<file path="src/rtl/alu.sv">
// 32-bit ALU with a combinational result and zero flag, plus a registered copy of both.
// Define ALU_SHIFT_EN to enable SLL/SRL on codes 110/111; otherwise those codes give zero.
module alu (
  input  logic        clk,
  input  logic        rst,
  input  logic [31:0] srcA,
  input  logic [31:0] srcB,
  input  logic [2:0]  operation,
  output logic [31:0] res,
  output logic        flag,
  output logic [31:0] res_q,
  output logic        flag_q
);

  typedef enum logic [2:0] {
    OP_ADD = 3'b000,
    OP_SUB = 3'b001,
    OP_AND = 3'b010,
    OP_OR  = 3'b011,
    OP_XOR = 3'b100,
    OP_SLT = 3'b101,
    OP_SLL = 3'b110,
    OP_SRL = 3'b111
  } aluOp_e;

  aluOp_e op;
  logic   sltBit;

  assign op     = aluOp_e'(operation);
  assign sltBit = $signed(srcA) < $signed(srcB);

  // Codes without a compiled-in function fall through to the zero default.
  always_comb begin
    res = 32'h0;
    case (op)
      OP_ADD:  res = srcA + srcB;
      OP_SUB:  res = srcA - srcB;
      OP_AND:  res = srcA & srcB;
      OP_OR:   res = srcA | srcB;
      OP_XOR:  res = srcA ^ srcB;
      OP_SLT:  res = {31'h0, sltBit};
`ifdef ALU_SHIFT_EN
      OP_SLL:  res = srcA << srcB[4:0];
      OP_SRL:  res = srcA >> srcB[4:0];
`endif
      default: res = 32'h0;
    endcase
  end

  assign flag = (res == 32'h0);

  // Reset clears the flag copy to 0 even though a zero result would otherwise set it.
  always_ff @(posedge clk) begin
    if (rst) begin
      res_q  <= 32'h0;
      flag_q <= 1'b0;
    end else begin
      res_q  <= res;
      flag_q <= flag;
    end
  end

endmodule

</file>
<file path="config.mk">
export PLATFORM = sky130hd
export DESIGN_NAME = alu
export DESIGN_NICKNAME = d
export VERILOG_FILES = /design/src/rtl/alu.sv
export SDC_FILE = /design/constraint.sdc
export NUM_CORES = 1
export LEC_CHECK = 0
export ABC_AREA = 1
export CAP_MARGIN = 15
export CELL_PAD_IN_SITES_DETAIL_PLACEMENT = 0
export CELL_PAD_IN_SITES_GLOBAL_PLACEMENT = 1
export CORE_MARGIN = 5
export CORE_UTILIZATION = 25
export DETAILED_ROUTE_END_ITERATION = 10
export GPL_ROUTABILITY_DRIVEN = 0
export PLACE_DENSITY = 0.63
export SYNTH_ARGS = -nofsm -noshare
export SYNTH_HDL_FRONTEND = slang
export SYNTH_SLANG_ARGS = --single-unit
</file>
<file path="constraint.sdc">
create_clock -name clk -period 3.1 [get_ports clk]
set_clock_uncertainty 0.05 [all_clocks]
set_input_delay 0.31 -clock clk [delete_from_list [all_inputs] [get_ports clk]]
set_output_delay 0.31 -clock clk [all_outputs]
set_load 0.02 [all_outputs]
</file>
==> run metrics, run 1 <==
number of placement rows 65; Routed Wire Length 37.8 mm; transition time at the pin with the least slew margin just under 500 ps; Cell variety after synth 38; global-route wire length before repair about 57 mm; sink count of the clock tree 33; Logic pwr share 0.719; total nets after synthesis 1,636; number of vias per cell after detailed routing 4.56; starting density of the core 0.253; largest stage delay on the critical path about 380 ps; global-route congestion overflow total 0; endpoint kind of the worst setup timing path output pin; share of the clock period used by the worst path after layout 0.988; proportion of power drawn by the clock network 0.163; combinational family with the most area after synthesis simple AND/OR/NAND/NOR gates; endpoint required time on the critical path 2740 ps; Max Buffers Root-to-Sink 2; net switching share of the total power 0.458; number of placed I/O pins 135; pre-CTS setup slack -1220 ps; largest fanout on the critical path 4; post-layout min period roughly 3100 ps; Layout Nets between 2,000 and 2,500; Max IR drop VDD about 0.21 mV; kind of critical path primary input to output pin; CP most frequent cell sky130_fd_sc_hd__nand3_4; top-count cell post-synth sky130_fd_sc_hd__nand2_1; proportion of register bits with asynchronous set or reset after synthesis 0; chip height ~190 um; DR WL/cell 15.9 um; largest area contributor in the netlist sky130_fd_sc_hd__nand2_1; type of the tightest min-delay check primary input to flip-flop; Die X-Extent about 190 um; start point of the critical path srcA[0]; cell depth of the worst hold path 7; number of enable flip-flop cells after synthesis 0; Syn. warnings 0; achievable clock frequency ~0.33 GHz; total standard cell area after synthesis 0.00796 mm2; master of the slowest instance on the critical path sky130_fd_sc_hd__fa_2; count of mapped cells out of synthesis roughly 1,500; Fin Hold WS about 670 ps; Worst-path clk slew about 60 ps; adder-cell share of the synthesized area 0.164; share of the synthesized area in compound gates (AO/OA/AOI/OAI) 0.103; total via count in the routed design ~11,000; Primary FF master, synth sky130_fd_sc_hd__dfxtp_1; result of the run finished clean; clock root buffer sky130_fd_sc_hd__clkbuf_16; Core Area ~0.031 mm2; violation count after the first detailed-routing iteration around 590; H-tree levels 2; Antenna Diode Count 0; DPL Wire Length 31.2 mm; mean instance size in the synthesized netlist 5.44 um2; TritonCTS clock tree yes; TritonCTS buffer count 5; Seq pwr share 0.118; number of nets still failing antenna checks after routing 0; CP Launch Type primary input; largest net degree at the start of global routing 21; max-capacitance violation count 0; Detailed Routing Iterations Pass 1 5; fraction of final layout cells sized beyond drive strength 1 0.487; Final Hold Vio Count 0; vias in the first global route between 10,000 and 15,000; internal power 2.14 mW; pwr/cell area 263 mW/mm2; Residual DRC 0; unrepaired setup endpoints after global routing yes; Max Slew Vio Count 0; slack of the critical path between 30 and 40 ps; Crit path arrival time between 2000 and 3000 ps; LEAKAGE 8.36 nW; overall track demand over capacity in global routing 0.201; flip-flop and latch count after synthesis 33; leading cell types by total area after synthesis sky130_fd_sc_hd__nand2_1 (22%), sky130_fd_sc_hd__ha_1 (16%), sky130_fd_sc_hd__inv_1 (15%); portion of the post-synthesis area used by sequential elements 0.0830; area of the die 0.0355 mm2; quantity of I/O buffers inserted on ports around 130; ranking of synthesized cells by instance count sky130_fd_sc_hd__nand2_1 (465), sky130_fd_sc_hd__inv_1 (322), sky130_fd_sc_hd__nand3_1 (126); post-synthesis simple-gate area fraction 0.450; multiplexer share of the synthesized area 0; NetSw approximately 1.8 mW; antenna violations before repair 0; Slew headroom 0.669; setup-violating endpoint count in the final report 0; area added between synthesis and finish 88.7%; xor and xnor area share after synthesis 0; startpoint of the worst hold path srcB[1]; hold-fix buffers at CTS 0; WHS Endpoint res_q[1]$_SDFF_PP0_; list of cells traversed by the critical path clkbuf_2 > buf_6 > ha_4 > fa_2 > nand3_4 > nand3_4 > buf_6 > nand3_4 > nand3_4 > nand3_4 > nand3_4 > nand3_4 > nand3_4 > nor2_4 > nand2_1 > nor2_1 > buf_4 > nand3_4 > inv_2 > buf_6; share of the synthesized area in the top cell type 0.219
==> sequential cells by signal, summed over array words and instances, names as in the netlist <==
name    cells
flag_q      1
res_q      32
==> cells by family after synthesis <==
logic type,count (synthesis)
simple gates,803
buf+inv,383
compound gates,142
fa+ha+maj,103
flops,33
==> worst max-delay path: cells and delay by family <==
family                   cells  cell delay [ps]
AND/OR/NAND/NOR             12             1180
adder cells (fa/ha/maj)      2              530
buffers and inverters        6              670
==> what timing repair did <==
item                                   in CTS  in global routing
resized for setup                         367                417
setup endpoints to repair                  34                 27
setup buffers                              23                 44
pin swaps                                  80                173
endpoints found under the hold margin       0                  0
==> how the worst max path moves through the flow <==
stage          endpoint  depth (start not counted)
2_1_floorplan      flag                         17
3_3_place_gp       flag                         19
3_5_place_dp       flag                         19
4_1_cts            flag                         21
5_1_grt            flag                         20
6_report           flag                         20
==> metrics by stage <==
| stage | TNS, ps | utilization | power [mW] | instances | instance area (um2) |
|---|---|---|---|---|---|
| floorplan | 0 | - | 1.57 | 1464 | 7960 |
| global placement | -15980 | 0.387 | 2.70 | 2304 | 12200 |
| detailed placement | -16160 | 0.387 | 2.71 | 2304 | 12200 |
| CTS | -477 | 0.430 | 3.61 | 2335 | 13500 |
| global route | -91.5 | 0.477 | 4.21 | 2379 | 15000 |
| finish | 0 | 0.477 | 3.96 | 2379 | 15000 |
==> power groups by stage <==
| stage | Combinational [mW] | Sequential (mW) | Clock (mW) |
|---|---|---|---|
| 2_1_floorplan | 1.05 | 0.521 | 0 |
| 3_3_place_gp | 2.23 | 0.476 | 0 |
| 3_5_place_dp | 2.23 | 0.477 | 0 |
| 4_1_cts | 2.48 | 0.468 | 0.663 |
| 5_1_grt | 3.07 | 0.471 | 0.679 |
| 6_report | 2.84 | 0.467 | 0.643 |
==> cell type report <==
class | instances | area, um2
clock buffers | 6 | 139
repair buffers | 551 | 4580
inverters | 337 | 1270
fillers | 3215 | 16400
multi-input cells | 1048 | 7840
flip-flops and latches | 33 | 661
clock inverters | 2 | 37.5
well taps | 402 | 503
==> placed cells by master (no fill, tap or decap), types with 15 or more instances in the layout <==
| cell | netlist | final |
|---|---|---|
| sky130_fd_sc_hd__nor2_4 | 8 | 58 |
| sky130_fd_sc_hd__nand3_4 | 0 | 22 |
| sky130_fd_sc_hd__a21oi_1 | 65 | 44 |
| sky130_fd_sc_hd__nand2_2 | 20 | 110 |
| sky130_fd_sc_hd__nand2_4 | 1 | 45 |
| sky130_fd_sc_hd__buf_4 | 8 | 387 |
| sky130_fd_sc_hd__o22ai_1 | 27 | 27 |
| sky130_fd_sc_hd__dfxtp_1 | 33 | 33 |
| sky130_fd_sc_hd__inv_1 | 322 | 240 |
| sky130_fd_sc_hd__clkbuf_2 | 1 | 24 |
| sky130_fd_sc_hd__nor2_2 | 22 | 30 |
| sky130_fd_sc_hd__ha_1 | 101 | 66 |
| sky130_fd_sc_hd__dlymetal6s2s_1 | 0 | 32 |
| sky130_fd_sc_hd__ha_4 | 0 | 32 |
| sky130_fd_sc_hd__nor2_1 | 99 | 41 |
| sky130_fd_sc_hd__buf_6 | 15 | 27 |
| sky130_fd_sc_hd__nand3_1 | 126 | 78 |
| sky130_fd_sc_hd__clkdlybuf4s50_1 | 0 | 47 |
| sky130_fd_sc_hd__nand4_1 | 16 | 16 |
| sky130_fd_sc_hd__a21oi_4 | 0 | 15 |
| sky130_fd_sc_hd__nand3_2 | 23 | 49 |
| sky130_fd_sc_hd__nand2_1 | 465 | 330 |
| sky130_fd_sc_hd__inv_2 | 12 | 94 |
==> per-layer routing <==
metal | share of wire | global-route usage
met5 | 0 | 0
met4 | 0.023 | 0.0549
met3 | 0.060 | 0.0341
met2 | 0.45 | 0.327
met1 | 0.46 | 0.276
(Power assumes the default switching activity.)
==> inputs of run 2 (changes only) <==
Settings changed: ABC_CLOCK_PERIOD_IN_PS from default to 3100.
==> results of run 2 <==
The final DEF is identical to that of run 1; final timing and power are the same.
==> inputs of run 3 (changes only) <==
Settings changed: ABC_CLOCK_PERIOD_IN_PS 3100 to 2500, PLACE_DENSITY 0.63 to 0.65, TNS_END_PERCENT from default to 10.
Clock period 3.1 ns to 2.5 ns, I/O delays scaled along.
==> run metrics, run 3 (synthesis results as in run 1) <==
startpoint of the worst hold path srcA[1] (was srcB[1]); total placed cells including tap cells 2,273 (was 2,304); TritonCTS clock tree yes (unchanged); Max Slew Vio Count 0 (unchanged); vias in the first global route 10,800 (was 10,700); most common library cell in the layout ignoring fill and taps sky130_fd_sc_hd__buf_4 (unchanged); area added between synthesis and finish 94.3% (was 88.7%); CP most frequent cell sky130_fd_sc_hd__nand2_2 (was sky130_fd_sc_hd__nand3_4); largest fanout on the critical path 5 (was 4); total via count in the routed design 11,000 (was 10,800); start point of the critical path srcA[6] (was srcA[0]); endpoint kind of the worst setup timing path output pin (unchanged); DPL Wire Length 30.6 mm (was 31.2 mm); largest register by flop count res_q (unchanged); Antenna Diode Count 0 (unchanged); fraction of final layout cells sized beyond drive strength 1 0.557 (was 0.487); Fin Hold WS 511 ps (was 670 ps); H-tree levels 2 (unchanged); end-of-flow core utilization 0.491 (was 0.477); commonest cells after routing, fill and taps aside sky130_fd_sc_hd__buf_4 (365), sky130_fd_sc_hd__nand2_1 (295), sky130_fd_sc_hd__inv_1 (219) (was sky130_fd_sc_hd__buf_4 (387), sky130_fd_sc_hd__nand2_1 (330), sky130_fd_sc_hd__inv_1 (240)); pre-CTS setup slack -1650 ps (was -1220 ps); Residual DRC 0 (unchanged); sum of internal, switching and leakage power 5.08 mW (was 3.96 mW); CP Launch Type primary input (unchanged); Core Area 0.0315 mm2 (unchanged); Crit path arrival time 2530 ps (was 2700 ps); Slew headroom 0.653 (was 0.669); max-capacitance violation count 0 (unchanged); sink count of the clock tree 33 (unchanged); number of placed I/O pins 135 (unchanged); slack of the critical path -333 ps (was 38.0 ps); starting density of the core 0.253 (unchanged); number of vias per cell after detailed routing 4.62 (was 4.56); Routed Wire Length 38.5 mm (was 37.8 mm); type of the tightest min-delay check primary input to flip-flop (unchanged); master of the slowest instance on the critical path sky130_fd_sc_hd__ha_4 (was sky130_fd_sc_hd__fa_2); max FFs per register 32 (unchanged); result of the run complete, but fails checks (was finished clean); Detailed Routing Iterations Pass 1 5 (unchanged); Die X-Extent 188 um (unchanged); antenna violations before repair 0 (unchanged); Layout Nets 2,159 (was 2,148); global-route congestion overflow total 0 (unchanged); Worst-path clk slew 50 ps (was 60 ps); DR WL/cell 16.1 um (was 15.9 um); chip height 188 um (unchanged); area of the die 0.0355 mm2 (unchanged); Max Buffers Root-to-Sink 2 (unchanged); TritonCTS buffer count 5 (unchanged); list of cells traversed by the critical path buf_6 > inv_4 > ha_4 > buf_6 > buf_12 > nor2_4 > inv_2 > nor2_4 > nand2_2 > nand2_2 > nand2_2 > nand3_1 > nand2_1 > nand3_2 > nand3_2 > nor2_2 > nand2_2 > nor2_4 > nand3_4 > inv_2 > buf_6 (was clkbuf_2 > buf_6 > ha_4 > fa_2 > nand3_4 > nand3_4 > buf_6 > nand3_4 > nand3_4 > nand3_4 > nand3_4 > nand3_4 > nand3_4 > nor2_4 > nand2_1 > nor2_1 > buf_4 > nand3_4 > inv_2 > buf_6); share of the clock period used by the worst path after layout 1.13; post-layout min period around 2800 ps; pwr/cell area 328 mW/mm2 (was 263 mW/mm2); endpoint required time on the critical path 2200 ps (was 2740 ps); failing checks negative setup slack; Finished Layout Cells 2,390 (was 2,379); hold-fix buffers at CTS 0 (unchanged); global-route wire length before repair 58.0 mm (was 56.9 mm); overall track demand over capacity in global routing 0.205 (was 0.201); clock root buffer sky130_fd_sc_hd__clkbuf_16 (unchanged); Max IR drop VDD 0.252 mV (was 0.212 mV); Final Hold Vio Count 0 (unchanged); achievable clock frequency 0.353 GHz; registers with the most flip-flops res_q (32), flag_q (1) (unchanged); kind of critical path primary input to output pin (unchanged); number of fill cells in the layout 3,119 (was 3,215); setup-violating endpoint count in the final report 16 (was 0); transition time at the pin with the least slew margin 520 ps (was 496 ps); number of nets still failing antenna checks after routing 0 (unchanged); quantity of I/O buffers inserted on ports 134 (unchanged); largest net degree at the start of global routing 16 (was 21); number of placement rows 65 (unchanged); LEAKAGE 8.26 nW (was 8.36 nW); violation count after the first detailed-routing iteration 710 (was 589); unrepaired setup endpoints after global routing yes (unchanged); largest stage delay on the critical path 260 ps (was 380 ps)
## run 3: through the flow
stage	TNS, ps	instance area [um2]
2_1_floorplan	0	7990
3_3_place_gp	-38700	12000
5_1_grt	-3790	15500
3_5_place_dp	-38640	12000
4_1_cts	-1580	14500
6_report	-1700	15500
## run 3: area by class of cell
type / instances / area, um2 / share of cell area
Sequential cell: 33 / 661 / 0.0427
Inverter: 337 / 1280 / 0.0828
Multi-Input combinational cell: 1048 / 8140 / 0.526
Timing Repair Buffer: 562 / 4710 / 0.305
Clock inverter: 2 / 37.5 / 0.00243
Tap cell: 402 / 503 / 0.0325
Clock buffer: 6 / 139 / 0.00898
## run 3: what timing repair did
item,4_1_cts,5_1_grt
resized for setup,757,296
pin swaps,196,169
setup endpoints to repair,43,34
buffers inserted,81,29
## run 3: path summary, 6_finish.rpt
kind / end / slack (ps) / depth (start not counted)
max: flag / -330 / 21
min: res_q[1]$_SDFF_PP0_ / 510 / 6
## run 3: power by group
group          internal (mW)  leakage [nW]  switching, mW  total [mW]
logic                   1.69          7.90           2.02        3.71
clock network          0.499        0.0831          0.293       0.792
registers              0.569         0.272         0.0105       0.579
total                   2.76          8.26           2.32        5.08
## run 3: layer usage
metal,vias to the layer above,global-route usage,part of all wire
li1,5532,-,-
met1,5100,0.278,0.45
met2,342,0.350,0.47
met3,59,0.0245,0.056
met4,0,0.0460,0.024
met5,-,0,0
## run 3: critical path, delay by kind of cell
family        cells  cell delay, ps
simple gates     13            1380
fa+ha+maj         1             260
buf+inv           7             600
